==> src/rtl/audio_pkg.sv <==
// Shared audio definitions: FSM state encoding and default tone-window lengths,
// common to the sound gate and the game-control FSM.
package audio_pkg;

    typedef enum logic [1:0] {
        IDLE    = 2'd0,
        CLICK   = 2'd1,
        VICTORY = 2'd2,
        DONE    = 2'd3
    } state_t;

    localparam int CLICK_CYCLES_DEF = 2_500_000;
    localparam int VICT_CYCLES_DEF  = 150_000_000;

endpackage

==> src/rtl/sound_gate.sv <==
// Gates the click and victory square waves onto the speaker pin according to game
// events, and holds the victory generator in reset outside the victory window.
module sound_gate
    import audio_pkg::*;
#(
    parameter int CLICK_CYCLES = CLICK_CYCLES_DEF,
    parameter int VICT_CYCLES  = VICT_CYCLES_DEF,
    parameter int CNT_W        = 28
) (
    input  logic clk,
    input  logic rst,
    input  logic point_pulse,
    input  logic win_pulse,
    input  logic new_game,
    input  logic mute,
    input  logic victory_tone,
    input  logic click_tone,
    output logic music_rst,
    output logic speaker,
    output logic busy
);

    localparam logic [CNT_W-1:0] CLICK_LOAD = CNT_W'(CLICK_CYCLES - 1);
    localparam logic [CNT_W-1:0] VICT_LOAD  = CNT_W'(VICT_CYCLES - 1);

    state_t           state_q, state_d;
    logic [CNT_W-1:0] cnt_q, cnt_d;
    logic             click_tone_q, victory_tone_q;
    logic             music_rst_q, music_rst_d;
    logic             speaker_q, speaker_d;
    logic             busy_q, busy_d;

    always_comb begin
        state_d = state_q;
        cnt_d   = cnt_q;
        if (new_game) begin
            state_d = IDLE;
            cnt_d   = '0;
        end else begin
            case (state_q)
                IDLE: begin
                    if (win_pulse) begin
                        state_d = VICTORY;
                        cnt_d   = VICT_LOAD;
                    end else if (point_pulse) begin
                        state_d = CLICK;
                        cnt_d   = CLICK_LOAD;
                    end
                end
                CLICK: begin
                    if (win_pulse) begin
                        state_d = VICTORY;
                        cnt_d   = VICT_LOAD;
                    end else if (point_pulse) begin
                        cnt_d = CLICK_LOAD;
                    end else if (cnt_q == '0) begin
                        state_d = IDLE;
                    end else begin
                        cnt_d = cnt_q - CNT_W'(1);
                    end
                end
                VICTORY: begin
                    if (cnt_q == '0) begin
                        state_d = DONE;
                    end else begin
                        cnt_d = cnt_q - CNT_W'(1);
                    end
                end
                default: ;
            endcase
        end
    end

    // Outputs are looked ahead from the next state so they line up with state_q.
    always_comb begin
        music_rst_d = (state_d != VICTORY);
        busy_d      = (state_d == CLICK) || (state_d == VICTORY);
        speaker_d   = !mute && (((state_q == CLICK) && click_tone_q) ||
                                ((state_q == VICTORY) && victory_tone_q));
    end

    always_ff @(posedge clk) begin
        if (!rst) begin
            state_q        <= IDLE;
            cnt_q          <= '0;
            click_tone_q   <= 1'b0;
            victory_tone_q <= 1'b0;
            music_rst_q    <= 1'b1;
            speaker_q      <= 1'b0;
            busy_q         <= 1'b0;
        end else begin
            state_q        <= state_d;
            cnt_q          <= cnt_d;
            click_tone_q   <= click_tone;
            victory_tone_q <= victory_tone;
            music_rst_q    <= music_rst_d;
            speaker_q      <= speaker_d;
            busy_q         <= busy_d;
        end
    end

    assign music_rst = music_rst_q;
    assign speaker   = speaker_q;
    assign busy      = busy_q;

endmodule

==> config.mk <==
export PLATFORM = sky130hd
export DESIGN_NAME = sound_gate
export DESIGN_NICKNAME = d
export VERILOG_FILES = /design/src/rtl/audio_pkg.sv /design/src/rtl/sound_gate.sv
export SDC_FILE = /design/constraint.sdc
export NUM_CORES = 1
export LEC_CHECK = 0
export BUFFER_PORTS_ARGS = -buffer_cell sky130_fd_sc_hd__buf_2
export CAP_MARGIN = 20
export CORE_UTILIZATION = 59
export DETAILED_ROUTE_END_ITERATION = 8
export HOLD_SLACK_MARGIN = 0.05
export PLACE_DENSITY = 0.86
export SLEW_MARGIN = 25
export SYNTH_ARGS = -nofsm -noshare
export SYNTH_HDL_FRONTEND = slang
export SYNTH_SLANG_ARGS = --single-unit
==> constraint.sdc <==
create_clock -name clk -period 4 [get_ports clk]
set_input_delay 1 -clock clk [delete_from_list [all_inputs] [get_ports clk]]
set_output_delay 1 -clock clk [all_outputs]
set_load 0.02 [all_outputs]
-- Yosys cells after proc, flatten, opt, wreduce, memory -nomap -nowiden
Index checks and enable logic that the tools add are counted.
- memories: 0
- logic and storage cells: 40
- RAM bits: 0
- input port bits: 8
- memory bits (read-only): 0
- register bits: 35
- bits in latches: 0
- equal/unequal tests: 6
- $lt $le $gt $ge: 0
- mux-type cells: 14
- reduce and logical (&&, ||, !) cells: 11
- bitwise operators: 1
- add/subtract/negate cells: 1
- div/mod/pow operators: 0
- shift operators: 0
- multipliers: 0
- operator list (operator ; number):
    28-bit 2-to-1 mux ; 5
    28-bit one-hot mux with 3 select lines ; 1
    28-bit zero test ; 1
    28-bit by 1-bit subtractor with 28-bit output (second input constant) ; 1
    2-bit 2-to-1 mux ; 7
    2-bit one-hot mux with 3 select lines ; 1
    2-bit by 1-bit == test with 1-bit output (second input constant) ; 2
    2-bit == test (second input constant) ; 2
    1-bit logical AND ; 3
    3-bit != test (second input constant) ; 1
    3-bit nonzero test ; 1
    2-bit zero test ; 1
    1-bit logical OR ; 2
    2-bit != test (second input constant) ; 1
    2-bit AND reduction ; 1
    2-bit OR reduction ; 1
    1-bit zero test ; 1
    1-bit inverter ; 1

-- Logic depth before layout (Yosys ltp)
Gate-level depths: netlist (run 1).
- depth in word-level cells: 8
- mapped depth: 12
- depth with buffers taken out: 10

-- Worst setup path after synthesis (run 1)
OpenSTA, ideal clock, no wires.
- path kind: input port to flip-flop
- start: input win_pulse
- end: register cnt_q[27]
- arrival time: 2.656 ns
- library setup time: 0.147 ns
- required time: 3.853 ns
- setup slack: 1.197 ns
- stages: 10
- cells stage by stage: clkbuf_1 > or3b_2 > clkbuf_1 > nand2_1 > or3_1 > clkbuf_1 > clkbuf_1 > a21oi_1 > o21ai_0 > o311ai_0
- word-level cells in the longest chain between the ends: 2
- elaborated cells on any way between the ends: 5
- those cells by class: 1 x eq/ne; 3 x mux; 1 x reduce/logical
- RTL lines (what ; line ; RTL):
    from (decl) ; sound_gate.sv:13 ; input logic win_pulse,
    28-bit 2-to-1 mux (tied with other cells) ; sound_gate.sv:51 ; if (win_pulse) begin
    28-bit one-hot mux with 3 select lines / 2-bit AND reduction (equally long branches) ; -- ;
    to (signal assigned) ; sound_gate.sv:93 ; cnt_q <= cnt_d;
    to (decl) ; sound_gate.sv:27 ; logic [CNT_W-1:0] cnt_q, cnt_d;
Parallel ways exist; a longest one is shown, timed or not.
A chain may end at the register's enable or synchronous reset.

-- Worst setup path in the final report (run 1)
- start: register cnt_q[15]
- end: register busy_q, in the netlist busy
- word-level cells in the longest chain between the ends: 8
- elaborated cells on any way between the ends: 10
- those cells by class: 2 x eq/ne; 6 x mux; 2 x reduce/logical
- RTL lines (what ; line ; RTL):
    28-bit zero test (*) ; sound_gate.sv:56, sound_gate.sv:63 ;
    2-bit 2-to-1 mux ; sound_gate.sv:56 ; end else if (cnt_q == '0) begin
    2-bit 2-to-1 mux ; sound_gate.sv:54 ; end else if (point_pulse) begin
    2-bit 2-to-1 mux ; sound_gate.sv:51 ;
    2-bit one-hot mux with 3 select lines (*) ; sound_gate.sv:40 ; case (state_q)
    2-bit 2-to-1 mux (*) ; sound_gate.sv:36 ; if (new_game) begin
    2-bit by 1-bit == test with 1-bit output / 2-bit == test (equally long branches) ; sound_gate.sv:77 ; busy_d = (state_d == CLICK) || (state_d == VICTORY);
    1-bit logical OR (*) ; sound_gate.sv:77 ;
    to (signal assigned) ; sound_gate.sv:98 ; busy_q <= busy_d;
    to (decl) ; sound_gate.sv:31 ; logic busy_q, busy_d;
Mark *: on every way between the ends. The rest lies on a longest branch, timed or not.

==> reports/metrics.csv, run 1 <==
stage,metric,value,unit
finish,"Cell Count, Final, Fillers Out",320,
power_and_ir_drop,sw frac,34.29,%
power_and_ir_drop,Internal,0.0006058,W
synthesis,Syn Nets,285,
floorplanning,Ports,11,
global_route,gr ovfl total,0,
timing,final setup vio count,0,
timing,RSZ-0062 raised after global routing,false,
power_and_ir_drop,Leak,0.8593,nW
timing,post-layout min period,3.002,ns
power_and_ir_drop,NetSw,0.0003161,W
worst_setup_path,CP Launch Type,flop,
route,First-pass DRT Iterations,5,
cts,Clock Latency Late Sink,0.35,ns
worst_setup_path,CP max stage delay,0.59,ns
synthesis,post-synth top area share,32.46,%
worst_hold_path,HP Class,flop to flop,
route,post-route ant nets,0,
global_route,largest net degree at the start of global routing,16,
finish,# diodes,0,
place,Buffers on Ports,10,
worst_setup_path,Worst Path Arrival,3.29,ns
place,Final Wtd Congestion,0.9390,
synthesis,synth unique cells,55,
timing,Rel. slew slack,47.12,%
global_route,initial antenna violation count,0,
cts,hold-fix buffers at CTS,0,
power_and_ir_drop,combinational power share,27.7,%
global_route,vias in the first global route,1990,
worst_setup_path,CP required,4.29,ns
cts,root cell of the clock tree,clkbuf_4,
run,maxcap violations,0,
synthesis,Synth Cell Area,0.002158,mm^2
power_and_ir_drop,cell area power density,401.8,mW/mm^2
cts,post-CTS resize count,0,
worst_setup_path,kind of critical path,flop to flop,
worst_setup_path,crit end category,flop,
worst_setup_path,Crit path buffers/inverters,1,
worst_hold_path,hold path cells,1,
timing,worst hold slack,0.5290,ns
global_route,gr usage total,30.34,%
finish,synth-to-layout area growth,6.319,%
synthesis,Commonest cells post-synth,"dfxtp_1, a21oi_1, nand2_1, o21ai_0",
route,DR vias/cell,6.975,
power_and_ir_drop,Pwr Total,0.0009219,W
worst_setup_path,Reg2Reg Depth,9,
synthesis,#FFs+latches synth,35,
finish,nets@finish,288,
timing,setup tns final,0,ns
cts,TritonCTS clock tree,built,
timing,Worst Tran Pin Value,0.7903,ns
cts,"Clk pin slew, worst setup/hold paths",0.11,ns
place,placed insts,312,
cts,CTS buffer count,5,
floorplanning,row cnt,21,
synthesis,Synth async-reset ratio,0,%
timing,Final Cycle Share,75.06,%
outcome,run status,finished clean,
power_and_ir_drop,VDD IR max,0.0002286,V
synthesis,Ys Warns,0,
floorplanning,Die Width,62.48,um
worst_setup_path,"slowest stage cell, crit path",or4_4,
route,Total Wirelength,5.544,mm
synthesis,syn_area_per_cell,7.994,um^2
timing,skew final,0.002745,ns
timing,FMAX,0.3331,GHz
synthesis,sequential fraction of the synthesis area,32.46,%
finish,share of layout cells above drive strength 1,12.04,%
route,drt first-iter violations,260,
synthesis,Cells after Synth,270,
cts,CTS Sinks,35,
cts,H-tree Lvls,2,
power_and_ir_drop,Clock Power Share,30.0,%
worst_setup_path,largest delay contributor family on the critical path,simple AND/OR/NAND/NOR gates,
power_and_ir_drop,Flop pwr share,42.3,%
cts,Post-CTS Setup Inserts,0,
floorplanning,total die area,0.003904,mm^2
route,DRC viols,0,
route,vias,2232,
synthesis,dominant cell type by area after synthesis,dfxtp_1,
synthesis,Post-synth EDFFs,0,
place,DP Wirelength,3.849,mm
route,WL/cell,17.33,um
floorplanning,Die Ht,62.48,um
worst_setup_path,Crit Path Max Fanout,13,
cts,CTS max path bufs,2,
global_route,first-pass GRT wire length,9.459,mm
timing,fin. max-slew vios,0,
worst_setup_path,CP cell instances,or4_4 > nor4_2 > nand4_1 > buf_4 > o21ai_0 > o211ai_1 > or2_2 > ha_1 > nor2b_1,
synthesis,Post-synth top flop,dfxtp_1,
floorplanning,core footprint,0.003416,mm^2
floorplanning,starting density of the core,63.19,%
worst_setup_path,cell count along the critical path,9,
synthesis,most common cell in the synthesized netlist,dfxtp_1,
synthesis,top post-synthesis cells by area,"dfxtp_1, a21oi_1, ha_1, o21ai_0, a311oi_1",
timing,"Hold Vio Cnt, Final",0,
## kinds of logic after synthesis
logic type               after synthesis  share of synthesized area [%]
flip-flops                            35                          32.46
adder cells (fa/ha/maj)                7                          4.058
AO/OA/AOI/OAI                         95                          29.57
AND/OR/NAND/NOR                      109                          28.87
XOR/XNOR                               2                         0.8117
buffers and inverters                 22                          4.232
## layout make-up
cell class	instances	area (um^2)
clock inverters	2	35.03
multi-input cells	213	1366
repair buffers	11	57.56
well taps	46	57.56
fillers	299	1121
inverters	7	26.28
clock buffers	6	51.30
flip-flops and latches	35	700.7
## per-stage QoR
step	setup slack (ns)	utilization [%]	instance area (um^2)
global route	0.8099	67.18	2295
detailed placement	1.040	64.65	2208
floorplan	1.197	-	2158
finish	0.9975	67.18	2295
CTS	1.018	67.18	2295
global placement	1.110	64.65	2208
## power by group through the flow
stage               clock [W]  combinational, W  sequential (W)
floorplan                   0          0.000197        0.000390
global placement            0          0.000243        0.000394
detailed placement          0          0.000247        0.000396
CTS                  0.000276          0.000249        0.000388
global route         0.000290          0.000281        0.000392
finish               0.000277          0.000256        0.000390
## final timing paths
path                     startpoint                endpoint  slack (ns)
max          cnt_q[15]$_SDFFE_PP0P_         busy$_SDFF_PN0_         1.0
min          cnt_q[26]$_SDFFE_PP0P_  cnt_q[26]$_SDFFE_PP0P_        0.53
max reg2reg  cnt_q[15]$_SDFFE_PP0P_         busy$_SDFF_PN0_         1.0
min reg2reg  cnt_q[26]$_SDFFE_PP0P_  cnt_q[26]$_SDFFE_PP0P_        0.53
## layer usage
metal | GRT usage, % | wire (um) | up-vias
met5 | 0 | 0 | -
li1 | - | - | 1057
met1 | 41.86 | 2364 | 1052
met2 | 46.47 | 2586 | 108
met4 | 13.08 | 116 | 0
met3 | 4.927 | 476 | 15
## cells in the final DEF (no fill, tap or decap), types with 2 or more instances in the layout
| master | instances |
|---|---|
| a31oi_1 | 7 |
| or2_2 | 4 |
| nor4_1 | 7 |
| or4_4 | 3 |
| nand2_1 | 18 |
| o21ai_0 | 17 |
| nor2_1 | 14 |
| o211ai_1 | 3 |
| o21ai_1 | 5 |
| or3_1 | 5 |
| nor2b_1 | 4 |
| dfxtp_1 | 35 |
| or4_1 | 7 |
| a31o_2 | 2 |
| nand2b_1 | 2 |
| ha_1 | 7 |
| clkbuf_4 | 5 |
| nor3b_1 | 2 |
| buf_2 | 10 |
| inv_1 | 7 |
| nand4_1 | 3 |
| o311ai_0 | 5 |
| a311oi_1 | 9 |
| and3_1 | 3 |
| nor3_1 | 14 |
| nand3_1 | 11 |
| and2_1 | 5 |
| o21a_1 | 3 |
| o31ai_1 | 6 |
| a21oi_1 | 23 |
## registers in the layout, summed over array words and instances (netlist names)
name and cells:
cnt_q 28, click_tone_q 1, music_rst 1, speaker 1
victory_tone_q 1, state_q 2, busy 1
Power figures use the tool's default switching activity.
==> run 2: changes to the inputs <==
==> constraint.sdc (replaced) <==
create_clock -name clk -period 3.05 [get_ports clk]
set_input_delay 0.7625 -clock clk [delete_from_list [all_inputs] [get_ports clk]]
set_output_delay 0.7625 -clock clk [all_outputs]
set_load 0.02 [all_outputs]
==> reports/metrics.csv, run 2 (synthesized netlist as in run 1, its figures left out) <==
stage,metric,value,unit
outcome,run status,finished clean,
worst_setup_path,CP required,3.27,ns
power_and_ir_drop,Leak,0.8654,nW
cts,CTS max path bufs,2,
finish,share of layout cells above drive strength 1,12.95,%
cts,"Clk pin slew, worst setup/hold paths",0.10,ns
place,placed insts,318,
place,Buffers on Ports,10,
finish,Biggest register,cnt_q,
global_route,vias in the first global route,1951,
global_route,initial antenna violation count,0,
finish,max reg flops,28,
route,Total Wirelength,5.503,mm
timing,Worst Tran Pin Value,0.6863,ns
timing,"Hold Vio Cnt, Final",0,
finish,synth-to-layout area growth,6.319,%
timing,post-layout min period,2.646,ns
global_route,largest net degree at the start of global routing,16,
cts,post-CTS resize count,0,
cts,CTS Sinks,35,
cts,CTS buffer count,5,
route,vias,2196,
timing,fin. max-slew vios,0,
floorplanning,row cnt,21,
worst_hold_path,HP Class,flop to flop,
global_route,first-pass GRT wire length,9.273,mm
worst_setup_path,Worst Path Arrival,2.87,ns
power_and_ir_drop,cell area power density,474.2,mW/mm^2
global_route,gr ovfl total,0,
cts,H-tree Lvls,2,
floorplanning,Die Width,62.48,um
cts,hold-fix buffers at CTS,0,
timing,skew final,0.007359,ns
worst_setup_path,kind of critical path,flop to flop,
route,WL/cell,16.98,um
timing,RSZ-0062 raised after global routing,false,
timing,Rel. slew slack,53.82,%
finish,"Cell Count, Final, Fillers Out",324,
floorplanning,core footprint,0.003416,mm^2
floorplanning,starting density of the core,63.19,%
route,drt first-iter violations,186,
route,DR vias/cell,6.778,
cts,Post-CTS Setup Inserts,0,
finish,"commonest cells after routing, fill and taps aside","dfxtp_1, a21oi_1, nand2_1, o21ai_0",
route,post-route ant nets,0,
floorplanning,Die Ht,62.48,um
cts,TritonCTS clock tree,built,
worst_setup_path,crit end category,flop,
cts,root cell of the clock tree,clkbuf_4,
timing,Final Cycle Share,86.74,%
finish,biggest regs,"cnt_q: 28 flops, state_q: 2 flops",
global_route,gr usage total,29.55,%
floorplanning,Ports,11,
route,DRC viols,0,
finish,# diodes,0,
timing,setup tns final,0,ns
route,First-pass DRT Iterations,5,
timing,FMAX,0.3780,GHz
place,DP Wirelength,3.971,mm
run,maxcap violations,0,
power_and_ir_drop,VDD IR max,0.0002682,V
finish,nets@finish,294,
timing,final setup vio count,0,
worst_setup_path,R2R setup slack,0.40,ns
cts,Clock Latency Late Sink,0.34,ns
worst_setup_path,CP Launch Type,flop,
worst_setup_path,Crit Path Max Fanout,8,
floorplanning,total die area,0.003904,mm^2
place,Final Wtd Congestion,0.9642,
finish,"most common cell after layout, fill and taps aside",dfxtp_1,
[run 2: cell types whose count changed in the layout (fill, tap and decap cells not counted), sizes merged]
| cell | before | now |
|---|---|---|
| buf | 11 | 17 |
| bufinv | 1 | 0 |
| clkinv | 1 | 0 |
[run 2: worst paths after layout]
kind | end | cells past startpoint | from
setup / recovery | cnt_q[23]$_SDFFE_PP0P_ | 6 | cnt_q[15]$_SDFFE_PP0P_
hold / removal | cnt_q[18]$_SDFFE_PP0P_ | 1 | cnt_q[18]$_SDFFE_PP0P_
setup reg to reg | cnt_q[23]$_SDFFE_PP0P_ | 6 | cnt_q[15]$_SDFFE_PP0P_
hold reg to reg | cnt_q[18]$_SDFFE_PP0P_ | 1 | cnt_q[18]$_SDFFE_PP0P_
[run 2: layer usage]
| metal | global-route usage (%) | vias up | routed length (um) |
|---|---|---|---|
| met5 | 0 | - | 0 |
| met4 | 8.140 | 0 | 68 |
| met3 | 6.387 | 10 | 548 |
| met2 | 44.57 | 103 | 2412 |
| met1 | 42.07 | 1021 | 2474 |
| li1 | - | 1062 | - |
[run 2: cell type report]
type / instances / area, um^2
multi-input combinational: 213 / 1366
inverter: 7 / 26.28
sequential: 35 / 700.7
clock buffer: 6 / 41.29
timing repair buffer: 17 / 102.6
fill: 307 / 1121
tap: 46 / 57.56
[run 2: through the flow]
step	util, %	power (W)	hold WS (ns)	setup WS [ns]	area, um^2
2_1_floorplan	-	0.0007703	0.4739	0.4847	2158
3_3_place_gp	65.97	0.0008504	0.4993	0.4140	2253
3_5_place_dp	65.97	0.0008578	0.5064	0.3916	2253
4_1_cts	67.18	0.001081	0.5226	0.4542	2295
5_1_grt	67.18	0.001151	0.5503	0.1636	2295
6_report	67.18	0.001088	0.5260	0.4044	2295
[run 2: critical path: stages (launching register included)]
cell,delay (ns)
dfxtp_1,0.40
or4_4,0.59
or4_1,0.66
nor3_1,0.48
a21oi_1,0.12
o21ai_0,0.17
o311ai_1,0.12
[run 2: report_power, final]
| group | internal (W) | switching, W | total (W) |
|---|---|---|---|
| clock network | 0.0000819 | 0.000148 | 0.000230 |
| logic | 0.000132 | 0.000218 | 0.000350 |
| registers | 0.000480 | 0.0000290 | 0.000509 |
==> run 3: changes to the inputs <==
--- a/config.mk
+++ b/config.mk
@@ -11,6 +11,7 @@
 export DETAILED_ROUTE_END_ITERATION = 8
 export HOLD_SLACK_MARGIN = 0.05
 export PLACE_DENSITY = 0.86
+export RECOVER_POWER = 100
 export SLEW_MARGIN = 25
 export SYNTH_ARGS = -nofsm -noshare
 export SYNTH_HDL_FRONTEND = slang
==> reports/metrics.csv, run 3 (synthesized netlist as in run 1, its figures left out) <==
stage,metric,value,unit
cts,root cell of the clock tree,clkbuf_4,
finish,share of layout cells above drive strength 1,9.712,%
cts,CTS max path bufs,2,
route,vias,2200,
timing,worst hold slack,0.5164,ns
finish,Multi-input gate area,0.001346,mm^2
power_and_ir_drop,Leak,0.8453,nW
global_route,largest net degree at the start of global routing,16,
timing,FMAX,0.3611,GHz
floorplanning,core footprint,0.003416,mm^2
route,First-pass DRT Iterations,5,
power_and_ir_drop,Internal,0.0006834,W
worst_setup_path,Crit Path Max Fanout,8,
worst_setup_path,CP required,3.26,ns
power_and_ir_drop,combinational power share,31.2,%
power_and_ir_drop,Clock Power Share,21.3,%
place,post-place instance area,0.002253,mm^2
power_and_ir_drop,NetSw,0.0003864,W
timing,fin. max-slew vios,0,
place,DP Wirelength,3.971,mm
route,Total Wirelength,5.458,mm
floorplanning,starting density of the core,63.19,%
global_route,vias in the first global route,1951,
timing,RSZ-0062 raised after global routing,false,
worst_hold_path,HP Class,flop to flop,
finish,fillers,310,
timing,"Hold Vio Cnt, Final",0,
worst_setup_path,CP cell instances,or4_1 > or4_1 > o31ai_2 > nor4_1 > xnor2_1 > o22ai_1,
route,drt first-iter violations,210,
cts,H-tree Lvls,2,
cts,post-CTS resize count,0,
place,Final Wtd Congestion,0.9642,
timing,setup tns final,0,ns
timing,final setup vio count,0,
finish,nets@finish,294,
finish,"commonest cells after routing, fill and taps aside","dfxtp_1, a21oi_1, o21ai_0, nand2_1",
finish,Biggest register,cnt_q,
cts,Clock Latency Late Sink,0.34,ns
finish,"most common cell after layout, fill and taps aside",dfxtp_1,
cts,TritonCTS clock tree,built,
route,post-route ant nets,0,
finish,# diodes,0,
cts,CTS buffer count,5,
floorplanning,Die Width,62.48,um
timing,Rel. slew slack,51.48,%
worst_setup_path,Worst Path Arrival,2.98,ns
floorplanning,Ports,11,
cts,"Clk pin slew, worst setup/hold paths",0.10,ns
worst_setup_path,"most used cell, CP",or4_1,
worst_setup_path,crit end category,flop,
global_route,gr usage total,29.55,%
finish,max reg flops,28,
power_and_ir_drop,sw frac,36.12,%
worst_setup_path,CP Launch Type,flop,
worst_setup_path,CP max stage delay,0.65,ns
worst_setup_path,kind of critical path,flop to flop,
timing,post-layout min period,2.769,ns
route,WL/cell,16.85,um
outcome,run status,finished clean,
finish,register area,700.7,um^2
timing,PnR worst setup slack,0.2809,ns
place,Buffers on Ports,10,
global_route,gr ovfl total,0,
finish,cell area after layout,0.002266,mm^2
timing,Final Cycle Share,90.79,%
route,DR vias/cell,6.790,
finish,biggest regs,"cnt_q: 28 flops, state_q: 2 flops",
place,pre-CTS setup slack,0.3916,ns
timing,Worst Tran Pin Value,0.7212,ns
route,DRC viols,0,
power_and_ir_drop,VDD IR max,0.0002653,V
floorplanning,Die Ht,62.48,um
global_route,initial antenna violation count,0,
worst_setup_path,"slowest stage cell, crit path",or4_1,
finish,final core occ,66.34,%
finish,synth-to-layout area growth,4.985,%
power_and_ir_drop,cell area power density,472.1,mW/mm^2
run,maxcap violations,0,
cts,Post-CTS Setup Inserts,0,
global_route,first-pass GRT wire length,9.273,mm
cts,CTS Sinks,35,
timing,skew final,0.007191,ns
cts,hold-fix buffers at CTS,0,
floorplanning,row cnt,21,
power_and_ir_drop,Flop pwr share,47.5,%
floorplanning,total die area,0.003904,mm^2
==> run 3: cell count changes in the layout (fill, tap and decap cells not counted), sizes merged <==
| cell | delta |
|---|---|
| buf | -5 |
| clkbuf | +5 |
==> run 3: per-layer routing <==
| layer | up-vias | global-route usage [%] | wire length (um) |
|---|---|---|---|
| li1 | 1068 | - | - |
| met1 | 1029 | 42.07 | 2453 |
| met2 | 94 | 44.57 | 2424 |
| met3 | 9 | 6.387 | 500 |
| met4 | 0 | 8.140 | 80 |
| met5 | - | 0 | 0 |
==> run 3: final timing paths <==
check,cells after the start,slack [ns],startpoint,end
max,6,0.28,cnt_q[15]$_SDFFE_PP0P_,cnt_q[20]$_SDFFE_PP0P_
min,1,0.52,cnt_q[18]$_SDFFE_PP0P_,cnt_q[18]$_SDFFE_PP0P_
max reg2reg,6,0.28,cnt_q[15]$_SDFFE_PP0P_,cnt_q[20]$_SDFFE_PP0P_
min reg2reg,1,0.52,cnt_q[18]$_SDFFE_PP0P_,cnt_q[18]$_SDFFE_PP0P_
==> run 3: final cells by class <==
type	instances	area share, %
clock buffer	6	1.822
inverter	7	1.160
multi-input combinational	213	59.41
sequential	35	30.92
tap	46	2.540
timing repair buffer	17	4.141
==> run 3: critical path, delay by kind of cell (launching register included) <==
family                    cells  cell delay (ns)
AOI/OAI and AO/OA             2             0.67
xor gates and xnor gates      1             0.16
DFF                           1             0.39
and+or+nand+nor               3             1.42
==> run 3: power groups by stage <==
stage	clock network [W]	registers, W	logic (W)
2_1_floorplan	0	0.000512	0.000258
3_3_place_gp	0	0.000517	0.000334
3_5_place_dp	0	0.000519	0.000339
4_1_cts	0.000232	0.000508	0.000341
5_1_grt	0.000253	0.000512	0.000370
6_report	0.000227	0.000508	0.000334
==> run 3: stage by stage <==
| stage | instances | power (W) |
|---|---|---|
| floorplan | 270 | 0.0007703 |
| finish | 324 | 0.001070 |
| detailed placement | 318 | 0.0008578 |
| CTS | 324 | 0.001081 |
| global route | 324 | 0.001136 |
| global placement | 318 | 0.0008504 |
